File: src/rtl/if_fetch_unit_if.sv
// Fetch-unit bundle: imem req/gnt/rvalid bus, EX redirect, ID valid/ready.
// master = fetch unit, slave = memory / EX / ID side.
interface if_fetch_unit_if;
  logic        imem_req;
  logic [31:0] imem_addr;
  logic        imem_gnt;
  logic        imem_rvalid;
  logic [31:0] imem_rdata;
  logic        redirect;
  logic [31:0] redirect_pc;
  logic        id_valid;
  logic        id_ready;
  logic [31:0] id_instr;
  logic [31:0] id_pc;

  modport master (
    output imem_req,
    output imem_addr,
    input  imem_gnt,
    input  imem_rvalid,
    input  imem_rdata,
    input  redirect,
    input  redirect_pc,
    output id_valid,
    input  id_ready,
    output id_instr,
    output id_pc
  );

  modport slave (
    input  imem_req,
    input  imem_addr,
    output imem_gnt,
    output imem_rvalid,
    output imem_rdata,
    output redirect,
    output redirect_pc,
    input  id_valid,
    output id_ready,
    input  id_instr,
    input  id_pc
  );
endinterface

File: src/rtl/if_fetch_unit.sv
// IF stage: PC, in-order imem fetch, instruction buffer, redirect flush.
// Define IF_BYPASS_EN to forward a response straight to ID when the buffer is empty.
module if_fetch_unit #(
  parameter logic [31:0] RESET_PC        = 32'h0000_0000,
  parameter int unsigned FIFO_DEPTH      = 4,
  parameter int unsigned MAX_OUTSTANDING = 2
) (
  input logic             clk,
  input logic             rst_n,
  if_fetch_unit_if.master bus
);

  localparam logic [31:0] NOP = 32'h0000_0013;
  localparam int unsigned PW  = $clog2(FIFO_DEPTH);
  localparam int unsigned CW  = $clog2(FIFO_DEPTH + 1);
  localparam int unsigned OW  = $clog2(MAX_OUTSTANDING + 1);
  localparam int unsigned QW  =
    (MAX_OUTSTANDING > 1) ? $clog2(MAX_OUTSTANDING) : 1;

  typedef struct packed {
    logic [31:0] instr;
    logic [31:0] pc;
  } fetch_entry_t;

  logic [31:0]  pc_q;
  logic [OW-1:0] out_q;
  logic [OW-1:0] out_d;
  logic [OW-1:0] disc_q;
  logic [CW-1:0] cnt_q;
  logic [PW-1:0] rd_q;
  logic [PW-1:0] wr_q;
  logic [31:0]  hold_q;
  logic [31:0]  occ;

  fetch_entry_t fifo_q [FIFO_DEPTH];
  logic [31:0]  rq_q [MAX_OUTSTANDING];

  fetch_entry_t head;
  fetch_entry_t rsp_e;
  logic [QW-1:0] rq_wr;

  logic fire;
  logic rsp;
  logic keep;
  logic empty;
  logic byp;
  logic push;
  logic pop;

  assign occ   = 32'(cnt_q) + 32'(out_q);
  assign empty = (cnt_q == '0);
  assign head  = fifo_q[rd_q];

  // Space is reserved at issue time, so a push never finds the buffer full.
  assign bus.imem_req = rst_n
                      & (occ < FIFO_DEPTH)
                      & (32'(out_q) < MAX_OUTSTANDING)
                      & ~bus.redirect;
  assign bus.imem_addr = pc_q;

  assign fire  = bus.imem_req & bus.imem_gnt;
  assign rsp   = bus.imem_rvalid & (out_q != '0);
  assign keep  = rsp & (disc_q == '0) & ~bus.redirect;
  assign out_d = out_q + OW'(fire) - OW'(rsp);
  assign rsp_e = '{instr: bus.imem_rdata, pc: rq_q[0]};
  assign rq_wr = QW'(out_q - OW'(rsp));

`ifdef IF_BYPASS_EN
  assign byp = empty & keep;
`else
  assign byp = 1'b0;
`endif

  assign pop  = ~empty & bus.id_ready & ~bus.redirect;
  assign push = keep & ~(byp & bus.id_ready);

  always_comb begin
    bus.id_valid = 1'b0;
    bus.id_instr = NOP;
    bus.id_pc    = hold_q;
    unique case (1'b1)
      !empty: begin
        bus.id_valid = 1'b1;
        bus.id_instr = head.instr;
        bus.id_pc    = head.pc;
      end
      byp: begin
        bus.id_valid = 1'b1;
        bus.id_instr = rsp_e.instr;
        bus.id_pc    = rsp_e.pc;
      end
      default: ;
    endcase
  end

  always_ff @(posedge clk or negedge rst_n) begin
    if (!rst_n) begin
      pc_q   <= RESET_PC;
      out_q  <= '0;
      disc_q <= '0;
      hold_q <= '0;
    end else begin
      out_q  <= out_d;
      hold_q <= bus.id_pc;
      if (bus.redirect) begin
        pc_q   <= bus.redirect_pc & 32'hFFFF_FFFC;
        disc_q <= out_d;
      end else begin
        if (fire) pc_q <= pc_q + 32'd4;
        if (rsp && disc_q != '0) disc_q <= disc_q - OW'(1);
      end
    end
  end

  // PCs of requests in flight, oldest at index 0.
  always_ff @(posedge clk or negedge rst_n) begin
    if (!rst_n) begin
      for (int i = 0; i < int'(MAX_OUTSTANDING); i++) rq_q[i] <= '0;
    end else begin
      if (rsp) begin
        for (int i = 0; i < int'(MAX_OUTSTANDING) - 1; i++) begin
          rq_q[i] <= rq_q[i+1];
        end
      end
      if (fire) rq_q[rq_wr] <= pc_q;
    end
  end

  always_ff @(posedge clk or negedge rst_n) begin
    if (!rst_n) begin
      rd_q  <= '0;
      wr_q  <= '0;
      cnt_q <= '0;
    end else if (bus.redirect) begin
      rd_q  <= '0;
      wr_q  <= '0;
      cnt_q <= '0;
    end else begin
      if (push) wr_q <= wr_q + PW'(1);
      if (pop)  rd_q <= rd_q + PW'(1);
      cnt_q <= cnt_q + CW'(push) - CW'(pop);
    end
  end

  always_ff @(posedge clk or negedge rst_n) begin
    if (!rst_n) begin
      for (int i = 0; i < int'(FIFO_DEPTH); i++) fifo_q[i] <= '0;
    end else if (push) begin
      fifo_q[wr_q] <= rsp_e;
    end
  end

  a_no_overflow: assert property (@(posedge clk) disable iff (!rst_n)
    !(push && !pop && 32'(cnt_q) == FIFO_DEPTH));

  a_out_bound: assert property (@(posedge clk) disable iff (!rst_n)
    32'(out_q) <= MAX_OUTSTANDING);

endmodule

File: src/flat_wrapper.sv
// flat-port wrapper written by rule: the top's interface ports become plain ports
module if_fetch_unit_flat 
#(
  parameter logic [31:0] RESET_PC        = 32'h0000_0000,
  parameter int unsigned FIFO_DEPTH      = 4,
  parameter int unsigned MAX_OUTSTANDING = 2
)
  (clk, rst_n, bus_imem_req, bus_imem_addr, bus_imem_gnt, bus_imem_rvalid, bus_imem_rdata, bus_redirect, bus_redirect_pc, bus_id_valid, bus_id_ready, bus_id_instr, bus_id_pc);
  if_fetch_unit_if bus_i ();
  input logic clk;
  input logic rst_n;
  output wire logic [$bits(bus_i.imem_req)-1:0] bus_imem_req;
  output wire logic [$bits(bus_i.imem_addr)-1:0] bus_imem_addr;
  input wire logic [$bits(bus_i.imem_gnt)-1:0] bus_imem_gnt;
  input wire logic [$bits(bus_i.imem_rvalid)-1:0] bus_imem_rvalid;
  input wire logic [$bits(bus_i.imem_rdata)-1:0] bus_imem_rdata;
  input wire logic [$bits(bus_i.redirect)-1:0] bus_redirect;
  input wire logic [$bits(bus_i.redirect_pc)-1:0] bus_redirect_pc;
  output wire logic [$bits(bus_i.id_valid)-1:0] bus_id_valid;
  input wire logic [$bits(bus_i.id_ready)-1:0] bus_id_ready;
  output wire logic [$bits(bus_i.id_instr)-1:0] bus_id_instr;
  output wire logic [$bits(bus_i.id_pc)-1:0] bus_id_pc;
  assign bus_imem_req = bus_i.imem_req;
  assign bus_imem_addr = bus_i.imem_addr;
  assign bus_i.imem_gnt = bus_imem_gnt;
  assign bus_i.imem_rvalid = bus_imem_rvalid;
  assign bus_i.imem_rdata = bus_imem_rdata;
  assign bus_i.redirect = bus_redirect;
  assign bus_i.redirect_pc = bus_redirect_pc;
  assign bus_id_valid = bus_i.id_valid;
  assign bus_i.id_ready = bus_id_ready;
  assign bus_id_instr = bus_i.id_instr;
  assign bus_id_pc = bus_i.id_pc;
  if_fetch_unit #(.RESET_PC(RESET_PC), .FIFO_DEPTH(FIFO_DEPTH), .MAX_OUTSTANDING(MAX_OUTSTANDING)) u_core (.clk(clk), .rst_n(rst_n), .bus(bus_i));
endmodule
File: config.mk
export PLATFORM = sky130hd
export DESIGN_NAME = if_fetch_unit_flat
export DESIGN_NICKNAME = d
export VERILOG_FILES = /design/src/rtl/if_fetch_unit_if.sv /design/src/rtl/if_fetch_unit.sv /design/src/flat_wrapper.sv
export SDC_FILE = /design/constraint.sdc
export NUM_CORES = 1
export LEC_CHECK = 0
export ABC_AREA = 1
export BUFFER_PORTS_ARGS = -buffer_cell sky130_fd_sc_hd__buf_2
export CORE_MARGIN = 5
export CORE_UTILIZATION = 54
export CTS_CLUSTER_SIZE = 12
export DETAILED_ROUTE_END_ITERATION = 8
export GPL_TIMING_DRIVEN = 0
export PLACE_DENSITY = 0.82
export SYNTH_ARGS = -nofsm -noshare
export SYNTH_HDL_FRONTEND = slang
export SYNTH_SLANG_ARGS = --single-unit
export TNS_END_PERCENT = 1
File: constraint.sdc
create_clock -name clk -period 2.1 [get_ports clk]
set_input_delay 0.21 -clock clk [delete_from_list [all_inputs] [get_ports clk]]
set_output_delay 0.21 -clock clk [all_outputs]
set_load 0.005 [all_outputs]
==> run metrics, run 1 <==
RSZ-0062 raised after global routing true; commonest cells after routing, fill and taps aside nand2_1, dfrtp_1, o21ai_0; most common cell after layout, fill and taps aside nand2_1; ANT nets after route 0; Multi-input gate area 7280 sq um; dominant synthesized flop cell dfrtp_1; FP Rows 67; Slew headroom 44.4%; Final Util 68.0%; Die X 194 um; share of post-route cells with drive strength above 1 19.1%; Slew Limit Fails 0; PortBufs 163; Distinct cells, synth 32; Placer Congestion 0.955; CTS tree built; placed cell areas 19700 sq um; Combinational Power Share 42.1%; first-pass GRT wire length 88400 um; aggregate global routing overflow 0; initial DRC count 1821; Sw Share 38.7%; register area 9790 sq um; Startpoint Class flop; clock share of power 21.9%; Reg power frac 35.9%; largest net degree at the start of global routing 129; drt wl/cell 18.7 um; die area 37500 sq um; Starting Density 54.4%; hpwl dp 36200 um; register bit count reported by yosys 391; Mapped Cells 2243; VDD IR max 0.802 mV; H-tree lvl count 2; status finished, violations left; max cap viols 0; TritonCTS Buffers 42; post-route worst setup slack -0.146 ns; Seq/Total Area, Yosys 53.7%; Die H 194 um; syn_area_per_cell 8.12 sq um; required time of the critical path 1.89 ns; Final period util 107%; total wire length 56100 um; post-route cell area 22800 sq um; WP data arrival 2.04 ns; clock sinks 391; post-layout min period 2.25 ns; final setup vio count 64; initial antenna violation count 2; Area growth syn-to-layout 25.0%; Synth Cell Area 18200 sq um; Core Region 33400 sq um; DR vias/cell 5.72; Clock Tree Buf Depth 3; hold slack final -0.261 ns; num ports 168; crit path kind flop to primary output; fin nets 2618; CTS Hold Bufs 51; Yosys warnings 0; worst-margin pin slew 0.833 ns; DRC Markers 0; Lkg Pwr 0.0109 uW; Skew-Pair Late Insertion Delay 0.55 ns; Clock Skew 0.0345 ns; failing checks hold timing, setup timing; PD cells 1410 nW/um^2; antenna cell count 0; gr usage total 28.4%; Clock Pin Slew Worst Setup and Hold Paths 0.06 ns; Pint 19600 uW; switching power 12400 uW; Fill cells 2463; DRT Pass-1 Iters 7; FMAX 445 MHz; CP endpoint kind primary output; vias after detailed routing 17199; root buffer cell clkbuf_16; number of global-route vias before repair 17386; EDFF count, synth 0; crit-path max FO 6; Hold WC Path Type input pin to asynchronous set/reset pin; async set or reset register ratio after synthesis 100%; Final Hold Vio Count 245
-- worst max-delay path, stage by stage (launching register included) --
cell      delay (ns)
dfrtp_2         0.41
buf_12          0.14
clkinv_8        0.06
buf_12          0.14
buf_8           0.13
nor2_1          0.08
nor2_1          0.05
o21ai_1         0.13
o311ai_2        0.17
buf_2           0.17
-- stage by stage --
step	total power (uW)	std cells	TNS (ns)	worst slack (ns)
final	32000	3007	-4.86	-0.146
after global routing	33900	3007	-9.47	-0.202
after CTS	30600	2992	-4.44	-0.117
after detailed placement	22100	2858	-43.64	-0.877
after global placement	21600	2855	-3118.15	-6.53
after floorplan	17700	2244	0	0.000332
-- cells in the mapped netlist (2+ instances only) --
cell type,instances,area [sq um]
o21ai_0,404,2020
nand2_2,5,31.3
buf_2,43,215
nand3_1,50,250
nor2_1,345,1290
ha_1,11,138
buf_1,4,15.0
clkbuf_1,46,173
dfrtp_1,391,9780
xnor2_1,2,17.5
o21ai_2,16,140
xor2_1,8,70.1
o211ai_1,3,22.5
buf_6,39,439
nor3_1,3,15.0
o311ai_0,3,26.3
inv_1,160,601
a21oi_1,32,160
a31oi_1,32,200
o21ai_1,64,320
nand2_1,565,2120
inv_2,2,7.51
buf_4,6,45.0
-- sequential cells by signal (all words and copies together) (netlist names) --
register and flops:
u_core.disc_q 2, u_core.fifo_q 256, u_core.out_q 2, u_core.cnt_q 3
u_core.wr_q 2, u_core.bus.imem_addr 30, u_core.rq_q 62, u_core.rd_q 2
u_core.hold_q 32
-- layout make-up --
type	instances	area share (%)
inverters	163	2.82
clock inverters	9	0.363
well taps	448	2.46
clock buffers	58	5.24
repair buffers	250	8.27
flip-flops and latches	391	43.0
plain buffers	137	5.79
multi-input cells	1551	32.0
-- final timing paths --
path	startpoint	to	slack (ns)	depth (start not counted)
max	u_core.rd_q[0]$_DFFE_PN0P_	bus_id_instr[4]	-0.15	9
min	rst_n	u_core.fifo_q[183]$_DFFE_PN0P_	-0.26	2
max reg2reg	u_core.cnt_q[1]$_DFF_PN0_	u_core.cnt_q[1]$_DFF_PN0_	-0.13	11
min reg2reg	u_core.fifo_q[136]$_DFFE_PN0P_	u_core.fifo_q[136]$_DFFE_PN0P_	0.48	2
max in group asynchronous	rst_n	u_core.rq_q[21]$_DFFE_PN0P_	1.41	3
min in group clk	bus_imem_rdata[26]	u_core.fifo_q[58]$_DFFE_PN0P_	0	3
-- logic make-up after synthesis --
| logic type | Yosys count | share of synthesized area, % |
|---|---|---|
| and+or+nand+nor | 973 | 20.7 |
| AOI/OAI and AO/OA | 554 | 15.9 |
| DFF | 391 | 53.7 |
| buffers and inverters | 302 | 8.28 |
| adders and majority gates | 12 | 0.866 |
| xor gates and xnor gates | 10 | 0.481 |
| other | 1 | 0.0206 |
-- metal layers --
metal | share of wire (%) | vias up | track usage, %
li1 | - | 7781 | -
met1 | 38 | 8258 | 36.0
met2 | 49 | 952 | 48.7
met3 | 8.3 | 206 | 4.80
met4 | 4.5 | 2 | 11.8
met5 | 0.030 | - | 0
-- power by group through the flow --
stage                     clock (uW)  combinational [uW]  sequential, uW
after global placement             0               10200           11400
final                           7020               13500           11500
after CTS                       7060               12100           11400
after floorplan                    0                6640           11100
after detailed placement           0               10600           11500
after global routing            7380               14800           11700
-- repair_timing --
| action | in CTS | in global routing |
|---|---|---|
| pin swaps | 32 | 48 |
| endpoints found under the setup margin | 131 | 341 |
| setup buffers | 14 | 12 |
| gates cloned | 3 | 6 |
| endpoints found under the hold margin | 110 | 244 |
| gates resized for setup | 191 | 143 |
(Power assumes the default switching activity.)
==> run 2: changes to the inputs <==
Settings changed: CORE_ASPECT_RATIO from default to 2, SETUP_SLACK_MARGIN from default to 0.02.
==> run metrics, run 2 (synthesized netlist as in run 1, its figures left out) <==
Largest register FFs 256 (unchanged); CTS tree built; drt wl/cell 20.3 um (+8.7%); CP endpoint kind primary output; Final period util 113% (+6.2 points); crit-path max FO 10 (+4); largest register by flop count u_core.fifo_q; RSZ-0062 raised after global routing true; H-tree lvl count 2 (unchanged); final setup vio count 67 (+4.7%); die area 37700 sq um (+0.59%); Startpoint Class flop; top flop regs u_core.fifo_q: 256 flops, u_core.rq_q: 62 flops, u_core.hold_q: 32 flops; FMAX 421 MHz (-5.5%); Placer Congestion 0.939 (-1.8%); register area 9790 sq um (about the same); most common cell after layout, fill and taps aside nand2_1; setup_tns -8.68 ns (-3.82 ns); post-route worst setup slack -0.276 ns (-0.130 ns); Clock Skew 0.0113 ns (-0.0232 ns); max cap viols 0 (unchanged); Fill cells 2525 (+2.5%); Starting Density 54.3% (-0.12 points); post-layout min period 2.38 ns (+0.130 ns); Die H 270 um (+39%); VDD IR max 0.791 mV (-1.3%); vias after detailed routing 17193 (-0.035%); num ports 168 (unchanged); total wire length 60500 um (+7.8%); initial antenna violation count 0 (-2); antenna cell count 0 (unchanged); share of post-route cells with drive strength above 1 18.4% (-0.72 points); DRC Markers 0 (unchanged); number of global-route vias before repair 17930 (+3.1%); required time of the critical path 1.89 ns (about the same); first-pass GRT wire length 93400 um (+5.7%); Hold WC Path Type input pin to flop; failing checks setup timing; fin cells 2981 (-0.86%); worst-margin pin slew 1.14 ns (+0.302 ns); ANT nets after route 0 (unchanged); DR vias/cell 5.77 (+0.84%); Skew-Pair Late Insertion Delay 0.54 ns (about the same); hpwl dp 40100 um (+11%); initial DRC count 1582 (-13%); Area growth syn-to-layout 24.4%; Multi-input gate area 7230 sq um (-0.81%); Clock Pin Slew Worst Setup and Hold Paths 0.06 ns (about the same); Die X 140 um (-28%); commonest cells after routing, fill and taps aside nand2_1, dfrtp_1, o21ai_0; root buffer cell clkbuf_16; clock sinks 391 (unchanged); crit path kind flop to primary output; Slew Limit Fails 0 (unchanged); Core Region 33500 sq um (+0.21%); PD cells 1390 nW/um^2 (-1.1%); status finished, violations left; largest net degree at the start of global routing 99 (-23%); dpl cells 2846 (-0.42%); PortBufs 163 (unchanged); FP Rows 95 (+42%); fin nets 2619 (+0.038%); WP data arrival 2.17 ns (+0.13 ns); TritonCTS Buffers 39 (-7.1%); DRT Pass-1 Iters 6 (-1); aggregate global routing overflow 0 (unchanged); Final Hold Vio Count 0 (-100%); Clock Tree Buf Depth 3 (unchanged); Lkg Pwr 0.0109 uW (+0.24%); Slew headroom 24.0% (-20 points); placed cell areas 19700 sq um (about the same); post-route cell area 22600 sq um (-0.49%); gr usage total 31.1% (+2.6 points)
## run 2: cell types whose count changed in the layout (fill, tap and decap cells not counted), sizes merged
cell         delta
dlygate4sd3     +1
clkinvlp        -2
bufbuf          +4
clkinv          -3
bufinv          -1
buf             -4
clkbuf          -9
## run 2: worst max-delay path, cell delays in order (launching register included)
cell and delay (ns):
dfrtp_2 0.50, inv_4 0.10, buf_12 0.17, clkbuf_16 0.17, o21ai_0 0.29, a31oi_1 0.20
buf_2 0.19
## run 2: cell type report
cell class	instances	area share (%)
clock inverter	3	0.0663
timing repair buffer	253	8.72
inverter	163	2.80
multi-input combinational	1551	31.9
clock buffer	46	4.75
sequential	391	43.2
tap	436	2.41
buffer	138	6.10
## run 2: through the flow
step | hold slack, ns | worst slack [ns] | util, % | total power, uW
after CTS | 0.0000205 | -0.123 | 66.6 | 30400
after floorplan | -0.0856 | 0.00225 | - | 17700
final | 0.00489 | -0.276 | 67.5 | 31500
after global placement | 0.426 | -6.52 | 58.5 | 21700
after detailed placement | 0.192 | -1.73 | 58.8 | 22300
after global routing | 0.0186 | -0.286 | 67.5 | 33300
## run 2: power by group
| part | total, uW | switching (uW) | leakage [uW] | internal (uW) |
|---|---|---|---|---|
| Clock | 6370 | 2800 | 0.000541 | 3570 |
| Sequential | 11500 | 1490 | 0.00507 | 10000 |
| Combinational | 13600 | 8140 | 0.00529 | 5450 |
## run 2: what timing repair did
item / 4_1_cts / 5_1_grt
setup endpoints to repair: 164 / 202
setup buffers: 15 / 8
gates resized for setup: 204 / 93
hold buffers: 54 / 0
gates cloned: 7 / 3
pin swaps: 23 / 37
hold endpoints to repair: 145 / 0
## run 2: routing by layer
layer | global-route usage [%] | part of all wire (%) | vias up
li1 | - | - | 7761
met1 | 31.6 | 32 | 8145
met2 | 56.3 | 53 | 947
met3 | 3.78 | 5.8 | 340
met4 | 24.4 | 9.3 | 0
met5 | 0 | 0 | -
## run 2: final timing paths
| kind | end | cells past startpoint | start | slack (ns) |
|---|---|---|---|---|
| max | bus_id_pc[15] | 6 | u_core.rd_q[0]$_DFFE_PN0P_ | -0.28 |
| min | u_core.fifo_q[125]$_DFFE_PN0P_ | 3 | bus_imem_rdata[29] | 0.005 |
| max reg2reg | u_core.cnt_q[2]$_DFF_PN0_ | 12 | u_core.cnt_q[2]$_DFF_PN0_ | -0.12 |
| min reg2reg | u_core.fifo_q[22]$_DFFE_PN0P_ | 2 | u_core.fifo_q[22]$_DFFE_PN0P_ | 0.48 |
| max in group asynchronous | u_core.fifo_q[54]$_DFFE_PN0P_ | 4 | rst_n | 0.74 |
| min in group asynchronous | u_core.fifo_q[201]$_DFFE_PN0P_ | 3 | rst_n | 0.46 |
